===== config.mk =====
export PLATFORM = sky130hd
export DESIGN_NAME = io_port_bank
export DESIGN_NICKNAME = d
export VERILOG_FILES = /design/src/rtl/io_port_pkg.sv /design/src/rtl/io_port_decoder.sv /design/src/rtl/io_port_bank.sv
export SDC_FILE = /design/constraint.sdc
export NUM_CORES = 1
export LEC_CHECK = 0
export CAP_MARGIN = 20
export CORE_MARGIN = 4
export CORE_UTILIZATION = 40
export CTS_BUF_LIST = sky130_fd_sc_hd__clkbuf_16
export DETAILED_ROUTE_END_ITERATION = 12
export PLACE_DENSITY = 0.71
export SLEW_MARGIN = 40
export SYNTH_ARGS = -nofsm -noshare
export SYNTH_HDL_FRONTEND = slang
export SYNTH_SLANG_ARGS = --single-unit

===== constraint.sdc =====
create_clock -name clock -period 4.04 [get_ports clock]
set_clock_uncertainty 0.1 [all_clocks]
set_input_delay 0.808 -clock clock [delete_from_list [all_inputs] [get_ports clock]]
set_output_delay 0.808 -clock clock [all_outputs]
set_load 0.01 [all_outputs]

===== src/rtl/io_port_pkg.sv =====
// Shared definitions for the I/O port bank: port-index sizing, empty/full flag
// polarity and flat-vector slice arithmetic.
package io_port_pkg;

    // A flag bit of 1 means the FIFO can be accessed (not empty / not full).
    localparam logic EF_READ_READY  = 1'b1;
    localparam logic EF_WRITE_READY = 1'b1;

    function automatic int unsigned idx_width(input int unsigned count);
        return (count > 1) ? unsigned'($clog2(count)) : 1;
    endfunction

    function automatic int unsigned slice_lsb(input int unsigned idx, input int unsigned width);
        return idx * width;
    endfunction

endpackage


===== src/rtl/io_port_decoder.sv =====
// Maps an operand address onto a port index within a contiguous port window.
module io_port_decoder
    import io_port_pkg::*;
#(
    parameter int unsigned ADDR_WIDTH = 10,
    parameter int unsigned BASE_ADDR  = 0,
    parameter int unsigned PORT_COUNT = 2,
    parameter int unsigned IDX_WIDTH  = idx_width(PORT_COUNT)
) (
    input  logic                  en,
    input  logic [ADDR_WIDTH-1:0] addr,
    output logic                  hit,
    output logic [IDX_WIDTH-1:0]  idx
);

    localparam logic [ADDR_WIDTH-1:0] BASE  = ADDR_WIDTH'(BASE_ADDR);
    localparam logic [ADDR_WIDTH:0]   COUNT = (ADDR_WIDTH + 1)'(PORT_COUNT);

    logic [ADDR_WIDTH-1:0] offset;

    always_comb begin
        offset = addr - BASE;
        hit    = en && (addr >= BASE) && ({1'b0, offset} < COUNT);
        idx    = IDX_WIDTH'(offset);
    end

endmodule


===== src/rtl/io_port_bank.sv =====
// Memory-mapped FIFO port bank with atomic read/write access, per-thread
// retry counting and sticky timeout flags.
module io_port_bank
    import io_port_pkg::*;
#(
    parameter int unsigned WORD_WIDTH        = 36,
    parameter int unsigned ADDR_WIDTH        = 10,
    parameter int unsigned READ_PORT_COUNT   = 2,
    parameter int unsigned READ_BASE_ADDR    = 0,
    parameter int unsigned WRITE_PORT_COUNT  = 2,
    parameter int unsigned WRITE_BASE_ADDR   = 0,
    parameter int unsigned THREAD_COUNT      = 8,
    parameter int unsigned THREAD_ADDR_WIDTH = 3,
    parameter int unsigned RETRY_WIDTH       = 8,
    parameter int unsigned RETRY_LIMIT       = 255
) (
    input  logic                                   clock,
    input  logic                                   reset,
    input  logic                                   read_en,
    input  logic [ADDR_WIDTH-1:0]                  read_addr,
    input  logic                                   write_en,
    input  logic [ADDR_WIDTH-1:0]                  write_addr,
    input  logic [WORD_WIDTH-1:0]                  write_data,
    input  logic [READ_PORT_COUNT-1:0]             io_in_EF,
    input  logic [WORD_WIDTH*READ_PORT_COUNT-1:0]  io_in,
    input  logic [WRITE_PORT_COUNT-1:0]            io_out_EF,
    input  logic [THREAD_COUNT-1:0]                clear_timeout,
    output logic [READ_PORT_COUNT-1:0]             io_rden,
    output logic [WRITE_PORT_COUNT-1:0]            io_wren,
    output logic [WORD_WIDTH*WRITE_PORT_COUNT-1:0] io_out,
    output logic [WORD_WIDTH-1:0]                  read_data,
    output logic                                   IO_ready,
    output logic [THREAD_ADDR_WIDTH-1:0]           thread_id,
    output logic [THREAD_COUNT-1:0]                io_timeout
);

    localparam int unsigned RIDX_W = idx_width(READ_PORT_COUNT);
    localparam int unsigned WIDX_W = idx_width(WRITE_PORT_COUNT);
    localparam logic [RETRY_WIDTH-1:0]       RETRY_MAX   = '1;
    localparam logic [RETRY_WIDTH-1:0]       LIMIT       = RETRY_WIDTH'(RETRY_LIMIT);
    localparam logic [THREAD_ADDR_WIDTH-1:0] LAST_THREAD = THREAD_ADDR_WIDTH'(THREAD_COUNT - 1);

    logic              rd_hit, wr_hit;
    logic [RIDX_W-1:0] rd_idx;
    logic [WIDX_W-1:0] wr_idx;
    logic              rd_ok, wr_ok, access_ready;

    logic [THREAD_ADDR_WIDTH-1:0]           thread_q, thread_d;
    logic [RETRY_WIDTH-1:0]                 retry_q [THREAD_COUNT];
    logic [RETRY_WIDTH-1:0]                 retry_d [THREAD_COUNT];
    logic [THREAD_COUNT-1:0]                timeout_q, timeout_d;
    logic [READ_PORT_COUNT-1:0]             rden_q, rden_d;
    logic [WRITE_PORT_COUNT-1:0]            wren_q, wren_d;
    logic [WORD_WIDTH*WRITE_PORT_COUNT-1:0] out_q, out_d;
    logic [WORD_WIDTH-1:0]                  rdata_q, rdata_d;
    logic                                   ready_q, ready_d;

    io_port_decoder #(
        .ADDR_WIDTH (ADDR_WIDTH),
        .BASE_ADDR  (READ_BASE_ADDR),
        .PORT_COUNT (READ_PORT_COUNT),
        .IDX_WIDTH  (RIDX_W)
    ) u_read_decoder (
        .en   (read_en),
        .addr (read_addr),
        .hit  (rd_hit),
        .idx  (rd_idx)
    );

    io_port_decoder #(
        .ADDR_WIDTH (ADDR_WIDTH),
        .BASE_ADDR  (WRITE_BASE_ADDR),
        .PORT_COUNT (WRITE_PORT_COUNT),
        .IDX_WIDTH  (WIDX_W)
    ) u_write_decoder (
        .en   (write_en),
        .addr (write_addr),
        .hit  (wr_hit),
        .idx  (wr_idx)
    );

    always_comb begin
        rd_ok        = !rd_hit || (io_in_EF[rd_idx] == EF_READ_READY);
        wr_ok        = !wr_hit || (io_out_EF[wr_idx] == EF_WRITE_READY);
        access_ready = rd_ok && wr_ok;

        thread_d = (thread_q == LAST_THREAD) ? '0 : thread_q + THREAD_ADDR_WIDTH'(1);

        retry_d = retry_q;
        if (access_ready) begin
            retry_d[thread_q] = '0;
        end else if (retry_q[thread_q] != RETRY_MAX) begin
            retry_d[thread_q] = retry_q[thread_q] + RETRY_WIDTH'(1);
        end

        // Set is level-driven by the registered count, so it overrides a clear.
        for (int unsigned th = 0; th < THREAD_COUNT; th++) begin
            timeout_d[th] = (retry_q[th] >= LIMIT) || (timeout_q[th] && !clear_timeout[th]);
        end

        rden_d  = '0;
        wren_d  = '0;
        out_d   = out_q;
        rdata_d = rdata_q;
        ready_d = access_ready;
        if (access_ready && rd_hit) begin
            rden_d[rd_idx] = 1'b1;
            rdata_d        = io_in[slice_lsb(rd_idx, WORD_WIDTH) +: WORD_WIDTH];
        end
        if (access_ready && wr_hit) begin
            wren_d[wr_idx] = 1'b1;
            out_d[slice_lsb(wr_idx, WORD_WIDTH) +: WORD_WIDTH] = write_data;
        end
    end

    always_ff @(posedge clock) begin
        if (reset) begin
            thread_q  <= '0;
            timeout_q <= '0;
            rden_q    <= '0;
            wren_q    <= '0;
            out_q     <= '0;
            rdata_q   <= '0;
            ready_q   <= 1'b0;
            for (int unsigned th = 0; th < THREAD_COUNT; th++) begin
                retry_q[th] <= '0;
            end
        end else begin
            thread_q  <= thread_d;
            timeout_q <= timeout_d;
            rden_q    <= rden_d;
            wren_q    <= wren_d;
            out_q     <= out_d;
            rdata_q   <= rdata_d;
            ready_q   <= ready_d;
            for (int unsigned th = 0; th < THREAD_COUNT; th++) begin
                retry_q[th] <= retry_d[th];
            end
        end
    end

    assign io_rden    = rden_q;
    assign io_wren    = wren_q;
    assign io_out     = out_q;
    assign read_data  = rdata_q;
    assign IO_ready   = ready_q;
    assign thread_id  = thread_q;
    assign io_timeout = timeout_q;

endmodule


==> run summary, run 1 <==
Setup repair after global routing left no endpoint under its margin. The final critical path time including I/O delays and setup came out at 3550 ps. The violation count after the first detailed-route iteration came out at 616. For the pin with the worst max-slew slack, the measured transition is 801 ps.

The count of flip-flops with a built-in enable after synthesis came out at 0. The fill cell total of the finished layout is 1775. The highest achievable clock rate came out at 0.282 GHz.

The combined flip-flop and latch cell area is 0.00376 mm2. The count of buffers added by post-CTS timing repair for setup is 0. The signed area change from the synthesized netlist to the final layout is 43.3%. In this run the deepest clock path goes through 2 buffers. The wire length after detailed routing came out at 26400 um. The number of distinct library cells after synthesis is 61. The post-route setup TNS is 0 ps. The share of the synthesized area in compound gates (AO/OA/AOI/OAI) is 17.3%. The post-synthesis instance total is 873.

The total via count in the routed design is 7510. Counting tap cells, the placed design contains a total of 1376 instances. The count of endpoints failing hold in the final timing report came to 0.

The maximum number of pins on one net before global-route repair came out at 130. After clock tree synthesis, the clock-pin slew on the worst setup and hold paths is 70 ps. Sorting the synthesized cells by how often they occur yields sky130_fd_sc_hd__dfxtp_1 (188), sky130_fd_sc_hd__nor2_1 (98), sky130_fd_sc_hd__nand2_1 (90). The final critical path takes up 87.9% of the cycle. After synthesis, the cell types taking the most area are sky130_fd_sc_hd__dfxtp_1 (45%), sky130_fd_sc_hd__mux2i_1 (9.6%), sky130_fd_sc_hd__o32ai_1 (4.6%). After synthesis, flip-flops and latches occupy 45.5% of the total area. The total leakage power came out at 3.97 nW. The number of nets still failing antenna checks after routing is 0. The horizontal extent of the die came out at 152 um. The placed cell area came out at 0.0113 mm2. The net count of the finished layout is 1272.

The type of the tightest min-delay check is register to register. The H-tree was split into 4 levels. The run finished with clean final reports. The minimum hold slack is 354 ps. The number of clock sinks is 188. The first global-routing pass estimated 40400 um of wire. Yosys printed 0 warnings.

The area of the core came out at 0.0203 mm2. The average vias per placed instance is 5.33. The length of the first detailed-routing pass in iterations came out at 6.

Data on the critical path arrives at its endpoint at 3770 ps. The die covers 0.0231 mm2. The worst setup path is of the register to register kind. The most used flip-flop cell after synthesis is sky130_fd_sc_hd__dfxtp_1.

The count of inserted antenna diode cells is 0. Across the run, the number of max-cap violations was 0. The number of input and output port buffers inserted came out at 267.

The post-synthesis net count is 1020. The count of final max-slew check failures came out at 0. The half-perimeter wire length of the detailed placement result came out at 19100 um. At the worst endpoint, the required time is 4260 ps.

The post-CTS resize count came out at 0. Once the floorplan was initialized, standard cells occupied 40.8% of the core. The simple-gate share of the synthesized area is 16.5%. STA classifies the critical path endpoint as a register. For this run, design rule violations remaining after detail routing come to 0. Summing every instance area after synthesis gives 0.00828 mm2. The most frequently used cell type in the post-synthesis netlist is sky130_fd_sc_hd__dfxtp_1. After clock tree synthesis, the flow added hold-fix buffers numbering 0.

The critical-path maximum fanout came out at 10. After routing the design area is 0.0119 mm2. The cell type with the highest aggregate area in the netlist is sky130_fd_sc_hd__dfxtp_1.

The congestion estimate from routability-driven global placement came to 0.882. The clock tree root buffer cell is sky130_fd_sc_hd__clkbuf_16. The global-route usage over all layers came out at 21.7%. The synthesized netlist devotes 0.302% of its cell area to XOR and XNOR gates. The mean routed wirelength per cell came out at 18.7 um. By area, the combinational part of the netlist is dominated by compound AO/OA/AOI/OAI gates. The synthesis-stage register bit count is 188. TritonCTS built the clock tree.

The fraction of final layout cells sized beyond drive strength 1 is 9.75%. Setup violations remaining at the end of the flow were counted as 0. The adder and majority gate portion of the synthesized area is 0.454%. The worst-case IR drop observed on VDD is 0.000278 V. The number of antenna violations at the first check in global routing is 0. Across all setup checks in the final design, the least slack found is 490 ps. The latest clock arrival within the worst-skew pair came out at 440 ps. Headroom to the max-slew limit came out at 46.6%.

Measured against the total synthesized area, the mux share comes to 14.2%. The pre-CTS setup slack is 406 ps. 268 I/O pins were placed. Counting flops with an async set or reset pin after synthesis yields a share of 0%. The number of global-route vias before repair came out at 7036. The total power density per cell area is 330 mW/mm2. For this run, the number of standard cells in the final layout without fillers is 1408. The area occupied by multi-input gates is 0.00407 mm2.

The number of CTS-inserted buffers is 17. The die height is 152 um. The fraction of synthesized cell area taken by the top area cell type came out at 45.5%.

The leftover overflow at the end of global routing came out at 0. The post-synthesis average cell area came out at 9.48 um2. The launching element type of the critical path is a register. The cell row count is 52.
-- kinds of logic after synthesis --
| family | after synthesis |
|---|---|
| adder cells (fa/ha/maj) | 3 |
| flip-flops | 188 |
| AO/OA/AOI/OAI | 180 |
| AND/OR/NAND/NOR | 290 |
| multiplexers | 100 |
| buffers and inverters | 110 |
| XOR/XNOR | 2 |
-- worst max-delay path, stage by stage, from the launching register on --
cell and delay (ps):
sky130_fd_sc_hd__dfxtp_1 640, sky130_fd_sc_hd__buf_4 270, sky130_fd_sc_hd__mux4_1 620, sky130_fd_sc_hd__mux2_2 300, sky130_fd_sc_hd__ha_1 190, sky130_fd_sc_hd__inv_1 120, sky130_fd_sc_hd__a311oi_4 70, sky130_fd_sc_hd__o2111ai_2 310
sky130_fd_sc_hd__nand2_1 400, sky130_fd_sc_hd__o32ai_1 410
-- metal layers --
| layer | up-vias | part of all wire, % | GRT usage [%] | routed length [um] |
|---|---|---|---|---|
| met2 | 305 | 48 | 35.9 | 12700 |
| met5 | - | 0 | 0 | 0 |
| met1 | 3510 | 42 | 27.8 | 11200 |
| li1 | 3654 | - | - | - |
| met3 | 41 | 6.7 | 5.72 | 1770 |
| met4 | 0 | 2.7 | 7.06 | 710 |
-- metrics by stage --
step / utilization [%] / total power, mW
final: 58.4 / 3.92
after global routing: 58.4 / 4.04
after CTS: 58.4 / 3.94
after detailed placement: 55.4 / 2.26
after global placement: 55.4 / 2.26
after floorplan: - / 2.05
-- cells in the final DEF, fill, tap and decap left out, types with 21 or more instances in the layout --
cell type,Yosys,layout
sky130_fd_sc_hd__mux2i_1,79,79
sky130_fd_sc_hd__buf_4,4,26
sky130_fd_sc_hd__o32ai_1,43,43
sky130_fd_sc_hd__inv_1,47,47
sky130_fd_sc_hd__nand2_1,90,90
sky130_fd_sc_hd__dfxtp_1,188,187
sky130_fd_sc_hd__a21oi_1,57,57
sky130_fd_sc_hd__nand4_1,21,21
sky130_fd_sc_hd__nand2b_1,25,25
sky130_fd_sc_hd__clkdlybuf4s50_1,0,265
sky130_fd_sc_hd__a211oi_1,36,36
sky130_fd_sc_hd__nor2_1,98,97
-- layout make-up --
type                       instances  area share (%)
inverter                          48            1.52
tap                              270            2.85
timing repair buffer             295            24.5
multi-input combinational        575            34.3
clock buffer                      17            3.59
clock inverter                    15            1.48
sequential                       188            31.8
-- sequential cells by signal, indices dropped and copies added (netlist names) --
| signal | count |
|---|---|
| io_rden | 2 |
| retry_q | 64 |
| thread_id | 3 |
| io_wren | 2 |
| io_out | 72 |
| read_data | 36 |
| io_timeout | 8 |
| IO_ready | 1 |
-- worst paths after layout --
kind	startpoint	to	slack, ps	cells after the start
worst max-delay path	thread_id[1]$_SDFF_PP0_	retry_q[19]$_SDFFE_PP0P_	490	9
worst min-delay path	io_out[41]$_SDFFE_PP0P_	io_out[41]$_SDFFE_PP0P_	350	2
worst max register to register	thread_id[1]$_SDFF_PP0_	retry_q[19]$_SDFFE_PP0P_	490	9
worst min register to register	io_out[41]$_SDFFE_PP0P_	io_out[41]$_SDFFE_PP0P_	350	2
-- power by group --
| group | leakage [nW] | internal, mW | total (mW) | switching (mW) |
|---|---|---|---|---|
| Sequential | 1.51 | 1.86 | 1.87 | 0.0140 |
| Combinational | 2.16 | 0.198 | 0.345 | 0.148 |
| Clock | 0.296 | 0.885 | 1.70 | 0.817 |
| Total | 3.97 | 2.94 | 3.92 | 0.979 |
(Power assumes the default switching activity.)
==> inputs of run 2 (changes only) <==
--- a/config.mk
+++ b/config.mk
@@ -10,6 +10,7 @@
 export CORE_UTILIZATION = 40
 export CTS_BUF_LIST = sky130_fd_sc_hd__clkbuf_16
 export DETAILED_ROUTE_END_ITERATION = 12
+export GPL_TIMING_DRIVEN = 0
 export PLACE_DENSITY = 0.71
 export SLEW_MARGIN = 40
 export SYNTH_ARGS = -nofsm -noshare
==> run 2 against run 1 <==
Effect of this change: register-to-register slack got worse by 160 ps; utilization rose by 0.20 points; maximum frequency down 4.4%; global-route usage increased by 3.0 points.
==> run summary, run 2 (synthesis results as in run 1) <==
The period utilization is 91.9% (was 87.9%). The violation count after the first detailed-route iteration is 735 (was 616). The die height came out at 152 um (unchanged).

The initial core utilization is 40.8% (unchanged). The count of inserted antenna diode cells is 0 (unchanged). The horizontal extent of the die is 152 um (unchanged). The actual slew at the worst max-slew pin came out at 910 ps (was 801 ps). The delay of the slowest critical-path stage came out at 600 ps (was 640 ps).

The launching element type of the critical path is a register (unchanged). The cell with the biggest individual delay on the critical path was sky130_fd_sc_hd__dfxtp_1 (unchanged). The final standard cell utilization of the core came out at 58.6% (was 58.4%). The final non-filler cell area came out at 0.0119 mm2 (about the same). The count of endpoints failing hold in the final timing report is 0 (unchanged). The max capacitance violation total came to 0 (unchanged). The data arrival time of the worst path came out at 3910 ps (was 3770 ps). The count of final max-slew check failures came out at 0 (unchanged).

Worst-path cell chain: buf_4 > buf_2 > mux4_1 > mux2i_2 > inv_2 > ha_1 > inv_1 > a311oi_4 > o2111ai_2 > clkbuf_1 > a2bb2oi_1 > a21oi_1 (was buf_4 > mux4_1 > mux2_2 > ha_1 > inv_1 > a311oi_4 > o2111ai_2 > nand2_1 > o32ai_1). The total leakage power came out at 3.95 nW (was 3.97 nW). The number of I/O pins is 268 (unchanged). The half-perimeter wire length of the detailed placement result came out at 22200 um (was 19100 um). The required time of the worst setup path came out at 4240 ps (was 4260 ps).

The area of the core is 0.0203 mm2 (unchanged). The latest clock arrival within the worst-skew pair is 450 ps (was 440 ps). The total via count in the routed design was 7907 (was 7510).

Outcome: completed (unchanged). The number of antenna violations at the first check in global routing came out at 0 (unchanged). Commonest cells after routing, fill and taps aside: sky130_fd_sc_hd__clkdlybuf4s50_1 (266), sky130_fd_sc_hd__dfxtp_1 (188), sky130_fd_sc_hd__nor2_1 (98) (was sky130_fd_sc_hd__clkdlybuf4s50_1 (265), sky130_fd_sc_hd__dfxtp_1 (187), sky130_fd_sc_hd__nor2_1 (97)).

The critical path capture point type is a register (unchanged). The clock tree root buffer cell is sky130_fd_sc_hd__clkbuf_16 (unchanged). The minimum hold slack is 357 ps (was 354 ps). The number of clock sinks is 188 (unchanged).

The total power density per cell area is 331 mW/mm2 (was 330 mW/mm2). The highest achievable clock rate came out at 0.269 GHz (was 0.282 GHz). The post-CTS resize count came out at 0 (unchanged). The maximum number of pins on one net before global-route repair came out at 22 (was 130). The type of the worst setup path was register to register (unchanged). The post-route DRC violation count is 0 (unchanged). The length of the first detailed-routing pass in iterations came out at 7 (was 6). The post-route setup TNS is 0 ps (unchanged).

The overall die area is 0.0231 mm2 (unchanged). The number of CTS-inserted buffers came to 17 (unchanged). The leftover overflow at the end of global routing is 0 (unchanged).

The cell row count is 52 (unchanged). The final weighted congestion of routability-driven global placement came to 1.01 (was 0.882). The mean routed wirelength per cell is 20.7 um (was 18.7 um). The type of the tightest min-delay check is register to register (unchanged).

The cts-stage hold buffer count is 0 (unchanged). The number of global-route vias before repair is 7362 (was 7036). The number of nets still failing antenna checks after routing came out at 0 (unchanged). The largest vdd supply drop is 0.000278 V (about the same). Setup repair after global routing missed its margin: false (unchanged).

The placed cell area came out at 0.0113 mm2 (about the same). The flip-flop count of the largest register after layout came out at 72 (unchanged). The number of H-tree branching levels is 4 (unchanged). The most common cell after layout, fill and taps aside was sky130_fd_sc_hd__clkdlybuf4s50_1 (unchanged). The worst max-slew margin expressed relative to the limit was 38.9% (was 46.6%). The fraction of final layout cells sized beyond drive strength 1 came out at 7.94% (was 9.75%).

The fill cell total of the finished layout came to 1826 (was 1775). The signed area change from the synthesized netlist to the final layout came out at 43.8% (was 43.3%). The clock transition time at the flip-flop clock pins of the worst setup and hold paths came to 80 ps (was 70 ps).

The TritonCTS clock tree is yes (unchanged). The count of final setup violators is 0 (unchanged). The total number of nets in the final design is 1305 (was 1272). The power after layout was 3.93 mW (was 3.92 mW).

The wire length after detailed routing came to 29800 um (was 26400 um). The global-route wire length before repair is 45000 um (was 40400 um). The global-route usage over all layers is 24.8% (was 21.7%). The number of input and output port buffers inserted came out at 266 (was 267). The critical-path maximum fanout came out at 10 (unchanged). The average vias per placed instance came to 5.49 (was 5.33). The maximum root-to-sink buffer count is 2 (unchanged). The count of buffers added by post-CTS timing repair for setup came to 0 (unchanged). The final critical path time including I/O delays and setup is 3710 ps (was 3550 ps).
[run 2: stage by stage]
stage	cells	setup slack [ps]
global placement	1409	33.4
CTS	1441	466
floorplan	873	1200
finish	1441	327
global route	1441	241
detailed placement	1409	22.2
[run 2: path summary, 6_finish.rpt]
path | cells after the start | start | to | slack, ps
max | 12 | thread_id[2]$_SDFF_PP0_ | retry_q[56]$_SDFFE_PP0P_ | 330
min | 2 | io_out[50]$_SDFFE_PP0P_ | io_out[50]$_SDFFE_PP0P_ | 360
max reg2reg | 12 | thread_id[2]$_SDFF_PP0_ | retry_q[56]$_SDFFE_PP0P_ | 330
min reg2reg | 2 | io_out[50]$_SDFFE_PP0P_ | io_out[50]$_SDFFE_PP0P_ | 360
[run 2: final cells by class]
class	count	area (um2)	area share, %
Clock buffer	17	425	3.58
Buffer	62	298	2.50
Tap cell	270	338	2.84
Multi-Input combinational cell	575	4030	33.9
Clock inverter	15	196	1.65
Sequential cell	188	3760	31.6
Timing Repair Buffer	266	2660	22.4
Inverter	48	180	1.51
[run 2: worst max-delay path, delay by kind of cell, from the launching register on]
family / cells / cell delay, ps
flops: 1 / 600
mux: 2 / 700
buf+inv: 5 / 1320
compound gates: 4 / 620
fa+ha+maj: 1 / 220
[run 2: per-layer routing]
layer | track usage, % | vias to the layer above | share of wire [%]
met5 | 0 | - | 0
met4 | 9.55 | 0 | 3.7
met3 | 7.45 | 73 | 8.7
met2 | 39.0 | 372 | 46
met1 | 32.1 | 3735 | 41
li1 | - | 3727 | -
[run 2: power breakdown]
part	internal [mW]	leakage (nW)	switching, mW	total [mW]
logic	0.196	2.14	0.165	0.361
clock network	0.845	0.298	0.868	1.71
registers	1.85	1.51	0.00550	1.86
==> inputs of run 3 (changes only) <==
--- a/config.mk
+++ b/config.mk
@@ -5,12 +5,12 @@
 export SDC_FILE = /design/constraint.sdc
 export NUM_CORES = 1
 export LEC_CHECK = 0
-export CAP_MARGIN = 20
 export CORE_MARGIN = 4
 export CORE_UTILIZATION = 40
 export CTS_BUF_LIST = sky130_fd_sc_hd__clkbuf_16
 export DETAILED_ROUTE_END_ITERATION = 12
 export GPL_TIMING_DRIVEN = 0
+export HOLD_SLACK_MARGIN = 0.02
 export PLACE_DENSITY = 0.71
 export SLEW_MARGIN = 40
 export SYNTH_ARGS = -nofsm -noshare
==> results of run 3 <==
No change in the layout: final DEF, timing and power equal those of run 2.
